$ cat config.mk
export PLATFORM = sky130hd
export DESIGN_NAME = vm_job_dispatcher
export DESIGN_NICKNAME = d
export VERILOG_FILES = /design/src/rtl/vm_job_dispatcher.sv
export SDC_FILE = /design/constraint.sdc
export NUM_CORES = 1
export LEC_CHECK = 0
export CAP_MARGIN = 10
export CORE_MARGIN = 4
export CORE_UTILIZATION = 45
export CTS_BUF_LIST = sky130_fd_sc_hd__clkbuf_2
export DETAILED_ROUTE_END_ITERATION = 10
export PLACE_DENSITY = 0.68
export SETUP_SLACK_MARGIN = 0.1
export SLEW_MARGIN = 25
export SYNTH_ARGS = -nofsm -noshare
export SYNTH_HDL_FRONTEND = slang
export SYNTH_SLANG_ARGS = --single-unit
$ cat constraint.sdc
create_clock -name clk -period 4.6 [get_ports clk]
set_clock_uncertainty 0.2 [all_clocks]
set_input_delay 0.46 -clock clk [delete_from_list [all_inputs] [get_ports clk]]
set_output_delay 0.46 -clock clk [all_outputs]
set_load 0.02 [all_outputs]
$ cat src/rtl/vm_job_dispatcher.sv
// vm_job_dispatcher: queues job IDs, dispatches them round-robin to ready VM slots and returns one completion record per job
module vm_job_dispatcher #(
    parameter int NUM_VM_SLOTS  = 8,
    parameter int JOB_ID_WIDTH  = 8,
    parameter int QUEUE_DEPTH   = 4,
    parameter int TIMEOUT_WIDTH = 16
) (
    input  logic                            clk,
    input  logic                            aresetn,
    input  logic                            job_valid,
    output logic                            job_ready,
    input  logic [JOB_ID_WIDTH-1:0]         job_id,
    input  logic [TIMEOUT_WIDTH-1:0]        timeout_cycles,
    input  logic [NUM_VM_SLOTS-1:0]         vm_ready,
    input  logic [NUM_VM_SLOTS-1:0]         vm_done,
    input  logic [NUM_VM_SLOTS-1:0]         vm_error,
    output logic [NUM_VM_SLOTS-1:0]         vm_start,
    output logic [NUM_VM_SLOTS-1:0]         vm_stop,
    output logic [NUM_VM_SLOTS-1:0]         vm_reset,
    output logic                            cmpl_valid,
    input  logic                            cmpl_ready,
    output logic [JOB_ID_WIDTH-1:0]         cmpl_id,
    output logic [$clog2(NUM_VM_SLOTS)-1:0] cmpl_slot,
    output logic [1:0]                      cmpl_status,
    output logic [NUM_VM_SLOTS-1:0]         busy_slots,
    output logic [$clog2(QUEUE_DEPTH):0]    queue_count
);
    localparam int SW = $clog2(NUM_VM_SLOTS);
    localparam int QW = $clog2(QUEUE_DEPTH);
    localparam logic [QW:0] DEPTH = (QW+1)'(QUEUE_DEPTH);
    localparam logic [1:0] ST_OK = 2'd0, ST_ERR = 2'd1, ST_TO = 2'd2;

    typedef enum logic [1:0] {IDLE, RUN, PEND, RST} slot_state_t;

    slot_state_t              state       [NUM_VM_SLOTS];
    slot_state_t              state_nxt   [NUM_VM_SLOTS];
    logic [TIMEOUT_WIDTH-1:0] run_cnt     [NUM_VM_SLOTS];
    logic [TIMEOUT_WIDTH-1:0] run_cnt_nxt [NUM_VM_SLOTS];
    logic [JOB_ID_WIDTH-1:0]  slot_id     [NUM_VM_SLOTS];
    logic [JOB_ID_WIDTH-1:0]  slot_id_nxt [NUM_VM_SLOTS];
    logic [1:0]               slot_st     [NUM_VM_SLOTS];
    logic [1:0]               slot_st_nxt [NUM_VM_SLOTS];
    logic [JOB_ID_WIDTH-1:0]  fifo_mem    [QUEUE_DEPTH];

    logic [NUM_VM_SLOTS-1:0] start_nxt, stop_nxt, reset_nxt, eligible, pend_free;
    logic [QW-1:0]           wr_ptr, rd_ptr;
    logic [SW-1:0]           rr_ptr, cmpl_ptr, disp_idx, pick_idx, scan;
    logic                    disp_found, pick_found, dispatch, push, accept, load;

    assign job_ready = queue_count < DEPTH;
    assign push      = job_valid && job_ready;
    assign dispatch  = disp_found && queue_count != '0;
    assign accept    = cmpl_valid && cmpl_ready;
    assign load      = !cmpl_valid || cmpl_ready;

    always_comb begin
        eligible   = '0;
        pend_free  = '0;
        busy_slots = '0;
        for (int i = 0; i < NUM_VM_SLOTS; i++) begin
            eligible[i]   = state[i] == IDLE && vm_ready[i];
            pend_free[i]  = state[i] == PEND && !(cmpl_valid && cmpl_slot == SW'(i));
            busy_slots[i] = state[i] != IDLE;
        end
    end

    always_comb begin
        disp_found = 1'b0;
        disp_idx   = '0;
        pick_found = 1'b0;
        pick_idx   = '0;
        scan       = '0;
        for (int k = 0; k < NUM_VM_SLOTS; k++) begin
            scan = rr_ptr + SW'(k);
            if (!disp_found && eligible[scan]) begin
                disp_found = 1'b1;
                disp_idx   = scan;
            end
            scan = cmpl_ptr + SW'(k);
            if (!pick_found && pend_free[scan]) begin
                pick_found = 1'b1;
                pick_idx   = scan;
            end
        end
    end

    always_comb begin
        start_nxt = '0;
        stop_nxt  = '0;
        reset_nxt = '0;
        for (int i = 0; i < NUM_VM_SLOTS; i++) begin
            state_nxt[i]   = state[i];
            run_cnt_nxt[i] = run_cnt[i];
            slot_id_nxt[i] = slot_id[i];
            slot_st_nxt[i] = slot_st[i];
            case (state[i])
                IDLE: if (dispatch && disp_idx == SW'(i)) begin
                    state_nxt[i]   = RUN;
                    run_cnt_nxt[i] = '0;
                    slot_id_nxt[i] = fifo_mem[rd_ptr];
                    start_nxt[i]   = 1'b1;
                end
                RUN: begin
                    run_cnt_nxt[i] = run_cnt[i] == '1 ? run_cnt[i] : run_cnt[i] + 1'b1;
                    if (vm_error[i] || vm_done[i]) begin
                        state_nxt[i]   = PEND;
                        slot_st_nxt[i] = vm_error[i] ? ST_ERR : ST_OK;
                    end else if (timeout_cycles != '0 && run_cnt[i] + 1'b1 == timeout_cycles) begin
                        state_nxt[i]   = PEND;
                        slot_st_nxt[i] = ST_TO;
                        stop_nxt[i]    = 1'b1;
                    end
                end
                PEND: if (accept && cmpl_slot == SW'(i)) begin
                    state_nxt[i] = slot_st[i] == ST_OK ? IDLE : RST;
                    reset_nxt[i] = slot_st[i] != ST_OK;
                end
                default: if (vm_ready[i] && !vm_reset[i]) state_nxt[i] = IDLE;
            endcase
        end
    end

    always_ff @(posedge clk or negedge aresetn) begin
        if (!aresetn) begin
            for (int i = 0; i < NUM_VM_SLOTS; i++) begin
                state[i]   <= IDLE;
                run_cnt[i] <= '0;
                slot_id[i] <= '0;
                slot_st[i] <= ST_OK;
            end
            vm_start    <= '0;
            vm_stop     <= '0;
            vm_reset    <= '0;
            wr_ptr      <= '0;
            rd_ptr      <= '0;
            queue_count <= '0;
            rr_ptr      <= '0;
            cmpl_ptr    <= '0;
            cmpl_valid  <= 1'b0;
            cmpl_id     <= '0;
            cmpl_slot   <= '0;
            cmpl_status <= '0;
        end else begin
            for (int i = 0; i < NUM_VM_SLOTS; i++) begin
                state[i]   <= state_nxt[i];
                run_cnt[i] <= run_cnt_nxt[i];
                slot_id[i] <= slot_id_nxt[i];
                slot_st[i] <= slot_st_nxt[i];
            end
            vm_start <= start_nxt;
            vm_stop  <= stop_nxt;
            vm_reset <= reset_nxt;
            if (push) wr_ptr <= wr_ptr + 1'b1;
            if (dispatch) begin
                rd_ptr <= rd_ptr + 1'b1;
                rr_ptr <= disp_idx + 1'b1;
            end
            if (push != dispatch) queue_count <= push ? queue_count + 1'b1 : queue_count - 1'b1;
            if (load) begin
                cmpl_valid <= pick_found;
                if (pick_found) begin
                    cmpl_id     <= slot_id[pick_idx];
                    cmpl_slot   <= pick_idx;
                    cmpl_status <= slot_st[pick_idx];
                    cmpl_ptr    <= pick_idx + 1'b1;
                end
            end
        end
    end

    always_ff @(posedge clk) begin
        if (push) fifo_mem[wr_ptr] <= job_id;
    end
endmodule

**Word-level counts from Yosys, hierarchy flattened**

Memory sizes are Yosys's and may differ from the RTL's.
Index checks and enable logic that the tools add are counted.

- Register bits after elaboration: 275
- Bits in latches: 0
- RAM bits: 32
- Bits in read-only memories: 0
- Input bits: 52
- Output and inout bits: 50
- Word-level logic and storage cells: 602
- Memories kept: 1

- $add $sub $neg: 28
- Multipliers: 0
- Divide/modulo/power cells: 0
- Magnitude comparators: 18
- Equality and inequality tests: 79
- Shifts and indexed selects: 0
- Mux-type cells: 225
- Bitwise logic cells: 1
- Reductions and logical operators: 206

Memory list:

| memory | words | width | read ports | clocked after Yosys merged registers in | wr ports | line | text |
|---|---|---|---|---|---|---|---|
| fifo_mem | 4 | 8 | 1 | 0 | 1 | 43 | `logic [JOB_ID_WIDTH-1:0] fifo_mem [QUEUE_DEPTH];` |

Operator list:

| kind | count |
|---|---|
| $mux W16 | 16 |
| $pmux W16 S2 | 8 |
| $add A16 B1 Y16 const B | 8 |
| $eq A16 B16 Y1 | 8 |
| $eq A16 B16 Y1 const B | 8 |
| $mux W2 | 58 |
| $mux W1 | 98 |
| $logic_and A1 B1 Y1 | 73 |
| $lt A3 B4 Y1 const B | 16 |
| $reduce_bool A2 Y1 | 32 |
| $mux W3 | 17 |
| $bmux W1 S3 | 16 |
| $pmux W2 S3 | 8 |
| $reduce_and A2 Y1 | 17 |
| $logic_not A2 Y1 | 16 |
| $ne A2 B1 Y1 const B | 16 |
| $reduce_and A4 Y1 | 8 |
| $reduce_bool A4 Y1 | 8 |
| $logic_not A1 Y1 | 31 |
| $add A3 B3 Y3 const B | 8 |
| $bmux W8 S3 | 1 |
| $eq A3 B3 Y1 const B | 8 |
| $ne A3 B3 Y1 const B | 8 |
| $reduce_and A3 Y1 | 8 |
| 19 further kinds | 62 |

**Depth between registers and ports, before layout**

- Word-level depth: 32
- Gate-level depth with buffers: 23
- Mapped depth without buffers: 19

**Worst setup path after synthesis**

Ideal clock, no wire load.

- Kind: reg-to-reg
- Start: register rr_ptr[0]
- End: register run_cnt[83] (netlist bit)
- Library setup time: 130 ps
- Data arrival time: 4524 ps
- Required time: 4270 ps
- Path slack: -254 ps
- Stages on the path, launching flop included: 20
- Buffers on the path: 3
- Period minus slack after synthesis: 4854 ps
- Cells stage by stage: dfrtp_1 > buf_2 > clkinv_1 > buf_4 > ha_1 > xnor2_1 > mux4_2 > mux2i_1 > and4bb_2 > and3_1 > nand2_1 > o2bb2ai_1 > o31a_1 > ha_1 > inv_1 > or4_1 > and2_1 > clkbuf_1 > o21ai_0 > o31ai_1

- Longest elaborated chain between the ends: 28
- Elaborated cells on any way between the ends: 58
- Those cells by class: add/sub (7); eq/ne (2); mux (32); reduce/logical (17)

RTL lines:

| element | line | text |
|---|---|---|
| start: declaration | 47 | `logic [SW-1:0] rr_ptr, cmpl_ptr, disp_idx, pick_idx, scan;` |
| start signal: assignment | 156 | `rr_ptr <= disp_idx + 1'b1;` |
| parallel branches: the longest is 25 deep, another holds $add A3 B1 Y3 | - |  |
| $logic_and A1 B1 Y1 * | 97 | `IDLE: if (dispatch && disp_idx == SW'(i)) begin` |
| $ne A2 B1 Y1 (no source line) * | - |  |
| $reduce_and A3 Y1 (no source line) * | - |  |
| end signal: indexed assignment | 146 | `run_cnt[i] <= run_cnt_nxt[i];` |
| end: declaration | 37 | `logic [TIMEOUT_WIDTH-1:0] run_cnt [NUM_VM_SLOTS];` |

Mark *: on every way between the ends. The select of a mux whose other input is x is not followed.
A chain may end at the register's enable or synchronous reset.

**Final worst setup path**

- Start: register cmpl_slot[1]
- End: register cmpl_status[1]

- Longest elaborated chain between the ends: 32
- Elaborated cells on any way between the ends: 83
- Those cells by class: eq/ne (7); mux (35); bitwise (1); reduce/logical (40)

RTL lines:

| element | line | text |
|---|---|---|
| start: declaration | 23 | `output logic [$clog2(NUM_VM_SLOTS)-1:0] cmpl_slot,` |
| start signal: assignment | 163 | `cmpl_slot <= pick_idx;` |
| $eq A3 B1 Y1 (tied with other cells) | 62 | `pend_free[i] = state[i] == PEND && !(cmpl_valid && cmpl_slot == SW'(i));` |
| $logic_and A1 B1 Y1 | 62 |  |
| $logic_not A1 Y1 | 62 |  |
| $logic_and A1 B1 Y1 | 62 |  |
| $bmux W1 S3 | 80 | `if (!pick_found && pend_free[scan]) begin` |
| $mux W1 (not written as such) | 80 |  |
| $mux W1 | 80 |  |
| $logic_not A1 Y1 | 80 |  |
| (+15 left out) | - |  |
| $logic_and A1 B1 Y1 | 80 |  |
| $mux W1 | 80 |  |
| $logic_not A1 Y1 | 80 |  |
| $logic_and A1 B1 Y1 | 80 |  |
| $mux W3 | 80 |  |
| $not A3 Y4 (not written as such) | 164 | `cmpl_status <= slot_st[pick_idx];` |
| $bmux W2 S3 | 164 |  |
| $mux W2 (not written as such) (2 in series) | 164 |  |
| end signal: assignment | 164 |  |
| end: declaration | 24 | `output logic [1:0] cmpl_status,` |

Several ways; a longest one is shown, not always the timed one. The select of a mux whose other input is x is not followed.

==> run metrics <==
Worst Path Max Fanout 15; Area contributors post-synth dfrtp_1 35%, xnor2_1 6.2%, edfxtp_1 4.8%, o21ai_0 4.2%, mux2_2 4.1%; layout cells sized above 1 0.187; syn_nets about 2.2k; warning count from the yosys run 0; vias ~18k; Top FF cell, synth dfrtp_1; Worst EP required ~5.4 ns; Die Y approximately 220 um; Post-synth EDFFs 32; commonest non-fill, non-tap cell in the layout dfrtp_1; worst reg2reg startpoint cmpl_slot[1]; Clock Path Buffers 3; Hold Vio Cnt, Final 0; end of the worst register-to-register path cmpl_status[1]; P per Cell Area ~830 nW/um^2; crit-path max cell delay 0.52 ns; # placed instances ~2.9k; Max Cap Violations 0; core area 43,400 um^2; final core occ 0.546; length in cells of the worst reg-to-reg path 12; Slew @ Worst Pin roughly 1.1 ns; WS Path Type reg -> reg; post-route non-filler standard cell count 3,039; PortBufs 101; DRC 0; endpoints failing setup 0; H-tree Lvls 3; Clock power frac 0.100; hold worst-path end state[5]; Die W around 220 um; relative slew slack 0.291; die area between 40,000 and 50,000 um^2; ys async rst share 0.896; Flop pwr share 0.245; Worst Setup Slack, final 0.207 ns; dpl ws -0.461 ns; Mapped Area about 20,000 um^2; worst-path cell with the longest stage delay mux4_2; Synth area leader dfrtp_1; RSZ-0062 raised after global routing no; Sw Ratio 0.465; root buffer cell clkbuf_2; GPL Wtd Cong 0.985; Initial DRT Pass Iterations 6; CTS clock-pin slew for the worst setup and hold paths roughly 0.10 ns; Syn-to-layout area delta 19.2%; drt wl/cell 20.3 um; top cell type's share of synthesized area 0.347; post-synthesis sequential area ratio 0.395; R2R Setup Slk a little over 0.2 ns; sw power 9.08 mW; Gate Count Post-Synth roughly 2.1k; Worst VDD drop ~0.63 mV; CP Launch Type flip-flop; arrival time at the worst endpoint between 5 and 6 ns; Starting Density 0.458; # rows 76; endpoint type of the worst setup path flip-flop; Max Clk Rate 0.228 GHz; synthesized area per cell 9.34 um^2; Initial DRC Count roughly 1.8k; global-route usage over all layers 0.257; Clock Latency Late Sink roughly 1.1 ns; total power approximately 20 mW; detail-routed via count per cell 5.88; Routed WL 61.8 mm; final net count about 2.5k; Final Max Slew Viols 0; vias in the first global route ~18k; clk sink count ~310; synthesis-stage register bit count slightly above 300; global route overflow 0; CP Cell Sequence buf_12 > nand4bb_2 > and3_4 > mux4_2 > a311o_1 > and2_1 > or4_1 > a32o_2 > buf_4 > mux2i_1 > o22ai_1 > or3_1; Hold Crit Class in -> reg; initial antenna violation count 3; Inserted Clock Buffers 82; first-pass GRT wire length between 90 and 100 mm; cell-internal power 10.4 mW; commonest cells after routing, fill and taps aside 274 x dfrtp_1, 180 x nor2_1, 178 x nand2_1; HPWL Detailed approximately 44 mm; Final period util 0.955; Leak ~10 nW; Gate power share 0.656; start point of the worst hold path vm_ready[5]; CTS tree yes; IO Count 102; Final min period approximately 4.4 ns; largest net degree at the start of global routing 104; antenna viol nets, final 0; status complete, no violations; Unique masters post-synth slightly above 80; hold depth 5
[flip-flops by register name, summed over array words and instances (netlist names), 8 cells and up]
signal    count
run_cnt     128
slot_id      64
fifo_mem     32
slot_st      16
state        16
cmpl_id       8
vm_reset      8
vm_start      8
vm_stop       8
[synth_stat cells (all sizes together), types with 26 or more instances]
cell,instances
a21oi,87
a31oi,39
and2,28
and3,44
buf,26
clkbuf,97
dfrtp,275
edfxtp,32
inv,50
mux2,73
mux2i,67
mux4,33
nand2,178
nand3,95
nand4,27
nor2,181
nor3,27
nor4,30
o21ai,168
or3,26
xnor2,140
xor2,79
[worst max-delay path, delay by kind of cell (launching register included)]
| family | cells | cell delay (ns) |
|---|---|---|
| AOI/OAI and AO/OA | 3 | 0.85 |
| buffers and inverters | 2 | 0.39 |
| DFF | 1 | 0.48 |
| muxes | 2 | 0.74 |
| and+or+nand+nor | 5 | 1.62 |
[per-layer routing]
| metal | GRT usage | share of wire | wire, um | up-vias |
|---|---|---|---|---|
| met5 | 0 | 0 | 0 | - |
| met4 | 0.0952 | 0.035 | 2150 | 0 |
| met3 | 0.0528 | 0.068 | 4170 | 136 |
| met2 | 0.406 | 0.46 | 28400 | 661 |
| met1 | 0.350 | 0.44 | 27100 | 8766 |
| li1 | - | - | - | 8303 |
[through the flow]
stage / area, um^2 / hold WS (ns) / TNS [ns]
6_report: 23700 / 0.139 / 0
5_1_grt: 23700 / 0.100 / 0
4_1_cts: 23600 / 0.00429 / 0
3_5_place_dp: 22400 / 0.293 / -22.50
3_3_place_gp: 22400 / 0.286 / -17.62
2_1_floorplan: 19900 / -0.0356 / 0
[power groups by stage]
stage	Sequential (mW)	Clock (mW)	Combinational [mW]
after global routing	4.91	2.17	13.8
after floorplan	4.47	0	8.28
final	4.78	1.95	12.8
after detailed placement	4.79	0	12.5
after CTS	4.75	2.01	12.6
after global placement	4.75	0	12.3
[final cells by class]
type | count | area (um^2)
timing repair buffer | 307 | 2780
inverter | 55 | 209
tap | 585 | 732
antenna | 4 | 10.0
fill | 3927 | 19700
sequential | 307 | 7840
clock inverter | 22 | 128
multi-input combinational | 1640 | 11400
clock buffer | 119 | 596
[cell families after synthesis]
| family | count (synthesis) | synth area share |
|---|---|---|
| flops | 307 | 0.395 |
| fa+ha+maj | 23 | 0.0149 |
| xor+xnor | 220 | 0.0978 |
| compound gates | 458 | 0.143 |
| buf+inv | 178 | 0.0374 |
| mux | 173 | 0.113 |
| simple gates | 765 | 0.199 |
[worst max-delay path by stage]
stage                 start              to  slack [ns]  cells past startpoint
2_1_floorplan     rr_ptr[1]     slot_id[10]        0.11                     18
5_1_grt            state[1]     run_cnt[29]        0.08                     19
3_5_place_dp    vm_ready[7]     run_cnt[24]       -0.46                     20
4_1_cts           state[11]     run_cnt[86]        0.16                     14
6_report       cmpl_slot[1]  cmpl_status[1]        0.21                     12
3_3_place_gp    vm_ready[4]     run_cnt[20]       -0.39                     20
[what timing repair did]
action,in CTS,in global routing
gates resized for setup,3,16
hold endpoints to repair,343,0
setup buffers,0,3
cloned,0,1
setup endpoints to repair,13,57
pin swaps,0,2
hold buffers,40,0
Power figures use the tool's default switching activity.
